## config.mk

```make
export PLATFORM = sky130hd
export DESIGN_NAME = instruction_fetch_unit_flat
export DESIGN_NICKNAME = d
export VERILOG_FILES = /design/src/rtl/cpu_pkg.sv /design/src/rtl/instruction_fetch_unit_if.sv /design/src/rtl/fetch_length_decode.sv /design/src/rtl/instruction_fetch_unit.sv /design/src/flat_wrapper.sv
export SDC_FILE = /design/constraint.sdc
export NUM_CORES = 1
export LEC_CHECK = 0
export CORE_MARGIN = 1
export CORE_UTILIZATION = 40
export DETAILED_ROUTE_END_ITERATION = 8
export GPL_ROUTABILITY_DRIVEN = 0
export HOLD_SLACK_MARGIN = 0.15
export PLACE_DENSITY = 0.8
export SYNTH_ARGS = -nofsm -noshare
export SYNTH_HDL_FRONTEND = slang
export SYNTH_SLANG_ARGS = --single-unit
```

## constraint.sdc

```tcl
create_clock -name clk -period 5.45 [get_ports clk]
set_input_delay 1.09 -clock clk [delete_from_list [all_inputs] [get_ports clk]]
set_output_delay 1.09 -clock clk [all_outputs]
set_load 0.01 [all_outputs]
```

## src/rtl/cpu_pkg.sv

```systemverilog
// Shared CPU definitions: fetch FSM encoding, ring_counter fetch modes and
// the position of the operand-length field inside an opcode.
package cpu_pkg;

  typedef enum logic [1:0] {
    F_OPCODE = 2'd0,
    F_LO     = 2'd1,
    F_HI     = 2'd2,
    HOLD     = 2'd3
  } fetch_state_t;

  localparam logic [1:0] MODE_SHORT = 2'b00;
  localparam logic [1:0] MODE_EXT1  = 2'b01;
  localparam logic [1:0] MODE_EXT2  = 2'b10;

  localparam int LEN_MSB = 7;
  localparam int LEN_LSB = 6;

  // Both 10 and 11 in the length field mean two operand bytes.
  function automatic logic [1:0] len_to_mode(input logic [1:0] len);
    return {len[1], len[0] & ~len[1]};
  endfunction

endpackage

```

## src/rtl/instruction_fetch_unit_if.sv

```systemverilog
// Program-memory read bus plus the instruction-register handshake towards decode.
interface instruction_fetch_unit_if #(
  parameter int ADDR_WIDTH = 16,
  parameter int DATA_WIDTH = 8
);
  logic [ADDR_WIDTH-1:0]   mem_addr;
  logic                    mem_read;
  logic [DATA_WIDTH-1:0]   mem_data;
  logic                    mem_valid;
  logic [DATA_WIDTH-1:0]   opcode;
  logic [2*DATA_WIDTH-1:0] operand;
  logic [1:0]              fetch_mode;
  logic                    ir_valid;
  logic                    ir_ready;

  modport master (
    output mem_addr, mem_read,
    input  mem_data, mem_valid,
    output opcode, operand, fetch_mode, ir_valid,
    input  ir_ready
  );

  modport slave (
    input  mem_addr, mem_read,
    output mem_data, mem_valid,
    input  opcode, operand, fetch_mode, ir_valid,
    output ir_ready
  );
endinterface

```

## src/rtl/fetch_length_decode.sv

```systemverilog
// Maps an opcode length field to the ring_counter fetch mode and operand byte count.
module fetch_length_decode
  import cpu_pkg::*;
(
  input  logic [1:0] len_field,
  output logic [1:0] fetch_mode,
  output logic [1:0] operand_bytes
);

  always_comb begin
    fetch_mode    = len_to_mode(len_field);
    operand_bytes = 2'd0;
    case (fetch_mode)
      MODE_EXT1: operand_bytes = 2'd1;
      MODE_EXT2: operand_bytes = 2'd2;
      default:   operand_bytes = 2'd0;
    endcase
  end

endmodule

```

## src/rtl/instruction_fetch_unit.sv

```systemverilog
// Fetches opcode plus 0-2 operand bytes at the PC, strobes the PC per accepted
// byte and presents the assembled instruction to decode over valid/ready.
module instruction_fetch_unit
  import cpu_pkg::*;
#(
  parameter int ADDR_WIDTH  = 16,
  parameter int DATA_WIDTH  = 8,
  parameter int MEM_TIMEOUT = 15
) (
  input  logic                  clk,
  input  logic                  clear,
  input  logic                  enable,
  input  logic                  flush,
  input  logic [ADDR_WIDTH-1:0] pc_address,
  output logic                  pc_count,
  output logic                  fetch_error,
  instruction_fetch_unit_if.master bus
);

  localparam int TMO_W = $clog2(MEM_TIMEOUT + 1);
  localparam logic [TMO_W-1:0] TMO_MAX  = TMO_W'(MEM_TIMEOUT);
  localparam logic [TMO_W-1:0] TMO_LAST = TMO_W'(MEM_TIMEOUT - 1);

  function automatic logic [TMO_W-1:0] sat_inc(input logic [TMO_W-1:0] v);
    return (v == TMO_MAX) ? v : v + 1'b1;
  endfunction

  fetch_state_t            state_q, state_d;
  logic                    mem_read;
  logic                    accept;
  logic                    tmo_inc;
  logic [1:0]              new_mode;
  logic [1:0]              new_bytes;
  logic [TMO_W-1:0]        tmo_cnt_q;
  logic [DATA_WIDTH-1:0]   opcode_q;
  logic [2*DATA_WIDTH-1:0] operand_q;
  logic [1:0]              mode_q;
  logic                    ir_valid_q;

  fetch_length_decode u_len (
    .len_field     (bus.mem_data[LEN_MSB:LEN_LSB]),
    .fetch_mode    (new_mode),
    .operand_bytes (new_bytes)
  );

  always_comb begin
    state_d  = state_q;
    mem_read = 1'b0;
    case (state_q)
      F_OPCODE:   mem_read = enable;
      F_LO, F_HI: mem_read = 1'b1;
      default:    mem_read = 1'b0;
    endcase
    accept  = mem_read & bus.mem_valid & ~flush;
    tmo_inc = mem_read & ~bus.mem_valid & ~flush;
    case (state_q)
      F_OPCODE: if (accept) state_d = (new_bytes != 2'd0) ? F_LO : HOLD;
      F_LO:     if (accept) state_d = (mode_q == MODE_EXT2) ? F_HI : HOLD;
      F_HI:     if (accept) state_d = HOLD;
      HOLD:     if (ir_valid_q && bus.ir_ready) state_d = F_OPCODE;
      default:  state_d = F_OPCODE;
    endcase
    // A flush accompanies a PC jump load, so whatever was half-fetched is stale.
    if (flush) state_d = F_OPCODE;
  end

  always_ff @(posedge clk) begin
    if (clear) begin
      state_q     <= F_OPCODE;
      opcode_q    <= '0;
      operand_q   <= '0;
      mode_q      <= MODE_SHORT;
      ir_valid_q  <= 1'b0;
      fetch_error <= 1'b0;
      tmo_cnt_q   <= '0;
    end else begin
      state_q    <= state_d;
      ir_valid_q <= (state_d == HOLD);
      if (accept) begin
        case (state_q)
          F_OPCODE: begin
            opcode_q  <= bus.mem_data;
            operand_q <= '0;
            mode_q    <= new_mode;
          end
          F_LO:    operand_q[DATA_WIDTH-1:0] <= bus.mem_data;
          F_HI:    operand_q[2*DATA_WIDTH-1:DATA_WIDTH] <= bus.mem_data;
          default: ;
        endcase
      end
      if (flush || accept) tmo_cnt_q <= '0;
      else if (tmo_inc)    tmo_cnt_q <= sat_inc(tmo_cnt_q);
      // Sticky: the FSM keeps waiting, control decides what to do about it.
      if (tmo_inc && (tmo_cnt_q >= TMO_LAST)) fetch_error <= 1'b1;
    end
  end

  assign pc_count       = accept;
  assign bus.mem_read   = mem_read;
  assign bus.mem_addr   = pc_address;
  assign bus.opcode     = opcode_q;
  assign bus.operand    = operand_q;
  assign bus.fetch_mode = mode_q;
  assign bus.ir_valid   = ir_valid_q;

endmodule
```

## src/flat_wrapper.sv

```systemverilog
// flat-port wrapper written by rule: the top's interface ports become plain ports
module instruction_fetch_unit_flat import cpu_pkg::*;
#(
  parameter int ADDR_WIDTH  = 16,
  parameter int DATA_WIDTH  = 8,
  parameter int MEM_TIMEOUT = 15
)
  (clk, clear, enable, flush, pc_address, pc_count, fetch_error, bus_mem_addr, bus_mem_read, bus_mem_data, bus_mem_valid, bus_opcode, bus_operand, bus_fetch_mode, bus_ir_valid, bus_ir_ready);
  instruction_fetch_unit_if #(.ADDR_WIDTH(ADDR_WIDTH), .DATA_WIDTH(DATA_WIDTH)) bus_i ();
  input  logic clk;
  input  logic clear;
  input  logic enable;
  input  logic flush;
  input  logic [ADDR_WIDTH-1:0] pc_address;
  output logic pc_count;
  output logic fetch_error;
  output wire logic [$bits(bus_i.mem_addr)-1:0] bus_mem_addr;
  output wire logic [$bits(bus_i.mem_read)-1:0] bus_mem_read;
  input wire logic [$bits(bus_i.mem_data)-1:0] bus_mem_data;
  input wire logic [$bits(bus_i.mem_valid)-1:0] bus_mem_valid;
  output wire logic [$bits(bus_i.opcode)-1:0] bus_opcode;
  output wire logic [$bits(bus_i.operand)-1:0] bus_operand;
  output wire logic [$bits(bus_i.fetch_mode)-1:0] bus_fetch_mode;
  output wire logic [$bits(bus_i.ir_valid)-1:0] bus_ir_valid;
  input wire logic [$bits(bus_i.ir_ready)-1:0] bus_ir_ready;
  assign bus_mem_addr = bus_i.mem_addr;
  assign bus_mem_read = bus_i.mem_read;
  assign bus_i.mem_data = bus_mem_data;
  assign bus_i.mem_valid = bus_mem_valid;
  assign bus_opcode = bus_i.opcode;
  assign bus_operand = bus_i.operand;
  assign bus_fetch_mode = bus_i.fetch_mode;
  assign bus_ir_valid = bus_i.ir_valid;
  assign bus_i.ir_ready = bus_ir_ready;
  instruction_fetch_unit #(.ADDR_WIDTH(ADDR_WIDTH), .DATA_WIDTH(DATA_WIDTH), .MEM_TIMEOUT(MEM_TIMEOUT)) u_core (.clk(clk), .clear(clear), .enable(enable), .flush(flush), .pc_address(pc_address), .pc_count(pc_count), .fetch_error(fetch_error), .bus(bus_i));
endmodule
```

==> run metrics <==
layout net count 225; drt pass-1 iters 4; Cell Area, Synth 1530 sq um; Slew headroom 57.28%; TNS Setup 0 ns; Final Hold Viols 0; Worst setup EP type primary output; Setup Skew 0.005954 ns; first-pass GRT wire length 5299 um; placed wire-length estimate 2321 um; final setup fails 0; # rows 22; most common cell after layout, fill and taps aside clkdlybuf4s50_1; WP data arrival 2.95 ns; Design Area, Final 1984 sq um; Worst-path clk slew 0.06 ns; wire length per cell 13.87 um; status completed; post-synthesis cell count 156; worst hold-check path type reg -> reg; hold path depth 2; Clock Power Share 42.2%; Seq/Total Area, Yosys 43.17%; Synth area leader dfxtp_1; Net Sw Frac 22.40%; maximum clock path buffer count 2; Comb power frac 10.1%; synthesized area per cell 9.809 sq um; post-route minimum period 4.040 ns; fillers 330; measured slew at the worst slew-check pin 0.6388 ns; fin. max-slew vios 0; clk sink count 33; FF-to-FF path depth 7; DIE HEIGHT 63.85 um; Pwr Total 519.0 uW; critical path peak fanout 10; area delta synth->final 29.68%; critical path launch point type input port; antenna-violating nets left 0; Final Cycle Share 74.13%; Worst EP required 4.36 ns; Clk Latency, worst-skew pair 0.28 ns; Register Area 660.6 sq um; YS warnings 0; # hold bufs at CTS 0; TritonCTS Buffers 5; Remaining Overflow, GRT 0; Post-CTS Setup Bufs 0; CTS tree built; via count 1213; RSZ-0062 raised after global routing no; CTS resizes 0; number of synthesized register bits 33; initial antenna violation count 0; Post-Place Cell Area 1881 sq um; PwrDens 261.6 nW/um^2; Diodes inserted 0; Total Wirelength 3245 um; Setup CP Type in -> out; Tot GR Track Use 16.75%; vias in the first global route 1166; Vias per Instance 5.184; VDD IR max 0.1585 mV; Multi-input gate area 703.2 sq um; synth unique cells 38; Die X 63.85 um; Max-Cap Viols 0; fmax 0.2475 GHz; most frequent cells in the layout clkdlybuf4s50_1, dfxtp_1, a22o_1; Lkg Pwr 0.7415 nW; Internal 402.7 uW; Iteration-0 DRC Markers 35; share of post-route cells with drive strength above 1 10.75%; Psw 116.3 uW; io pins 76; H-tree depth 2; port buffer count 43; Synth area leaders dfxtp_1, a22o_1, buf_4; largest net degree at the start of global routing 16; syn nets 195; sequential share of power 47.7%; DR DRC count 0; initial core utilization 41.80%; core area 3661 sq um; die area 4077 sq um; CTS root buf clkbuf_8; share of the synthesized area in the top cell type 43.17%
==> critical path, stage by stage <==
cell             delay (ns)
clkdlybuf4s50_1        0.54
nor3b_2                0.33
nand2_1                0.21
inv_2                  0.20
clkdlybuf4s50_1        0.57
==> worst paths after layout <==
check	endpoint	from	slack [ns]
worst max-delay path	pc_count	bus_mem_valid	1.41
worst min-delay path	u_core.fetch_error	u_core.fetch_error	0.45
worst max register to register	u_core.bus.operand[12]	u_core.state_q[1]	3.28
worst min register to register	u_core.fetch_error	u_core.fetch_error	0.45
==> routing by layer <==
| metal | up-vias | part of all wire, % | global-route usage, % |
|---|---|---|---|
| li1 | 605 | - | - |
| met1 | 565 | 47 | 20.57 |
| met2 | 31 | 46 | 26.06 |
| met3 | 12 | 4.3 | 3.929 |
| met4 | 0 | 2.3 | 10.80 |
| met5 | - | 0 | 0 |
==> power groups by stage <==
stage	logic [mW]	registers (mW)	clock network [mW]
finish	0.0522	0.248	0.219
global route	0.0563	0.248	0.231
CTS	0.0522	0.248	0.222
detailed placement	0.0518	0.253	0
global placement	0.0513	0.253	0
floorplan	0.0370	0.254	0
==> flip-flops by register name (all words and copies together) (netlist names) <==
register and count:
u_core.bus.ir_valid 1, u_core.bus.opcode 7, u_core.state_q 2, u_core.fetch_error 1
u_core.bus.operand 16, u_core.bus.fetch_mode 2, u_core.tmo_cnt_q 4
==> layout make-up <==
| type | count | area share, % |
|---|---|---|
| multi-input cells | 96 | 35.44 |
| well taps | 48 | 3.026 |
| repair buffers | 43 | 21.69 |
| flip-flops and latches | 33 | 33.29 |
| clock inverters | 2 | 1.765 |
| clock buffers | 5 | 3.468 |
| inverters | 7 | 1.324 |
==> logic make-up (layout without fill, tap and decap cells) <==
kind of cell    Yosys count  in the layout  share of synthesized area [%]
compound gates           44             44                          21.42
xor+xnor                  1              1                         0.5725
fa+ha+maj                 9              9                          7.359
buf+inv                  27             57                          10.87
flops                    33             33                          43.17
mux                       2              2                          1.308
simple gates             40             40                          15.29
==> metrics by stage <==
stage / util [%] / setup slack, ns / hold slack, ns / std cells
after global placement: 51.37 / 1.528 / 0.4386 / 227
after floorplan: - / 2.704 / 0.4696 / 156
after global routing: 54.20 / 1.367 / 0.4781 / 234
final: 54.20 / 1.410 / 0.4534 / 234
after detailed placement: 51.37 / 1.472 / 0.4454 / 227
after CTS: 54.20 / 1.434 / 0.4548 / 234
==> Yosys cell counts <==
cell and n:
a21o_1 2, nand4_1 1, dfxtp_1 33, or3b_2 1, o21a_1 1, o21ai_0 2
xnor2_1 1, a21oi_1 11, clkbuf_1 2, or3b_1 1, o2111ai_1 1, nor3_1 2
nor4_2 1, nand2_1 9, nand3_2 1, o21ba_2 1, inv_2 1, a21boi_0 1
a311oi_1 1, ha_1 9, a211oi_1 2, nor2_1 8, o22ai_1 1, buf_4 17
inv_1 6, buf_2 1, mux2i_1 2, and4b_1 1, a221oi_1 1, a22o_1 16
nor4_1 1, or2_2 3, a2111oi_0 1, a41oi_1 1, nand3_1 7, nor2b_1 1
a21oi_2 2, nor3b_2 3
(Power assumes the default switching activity.)
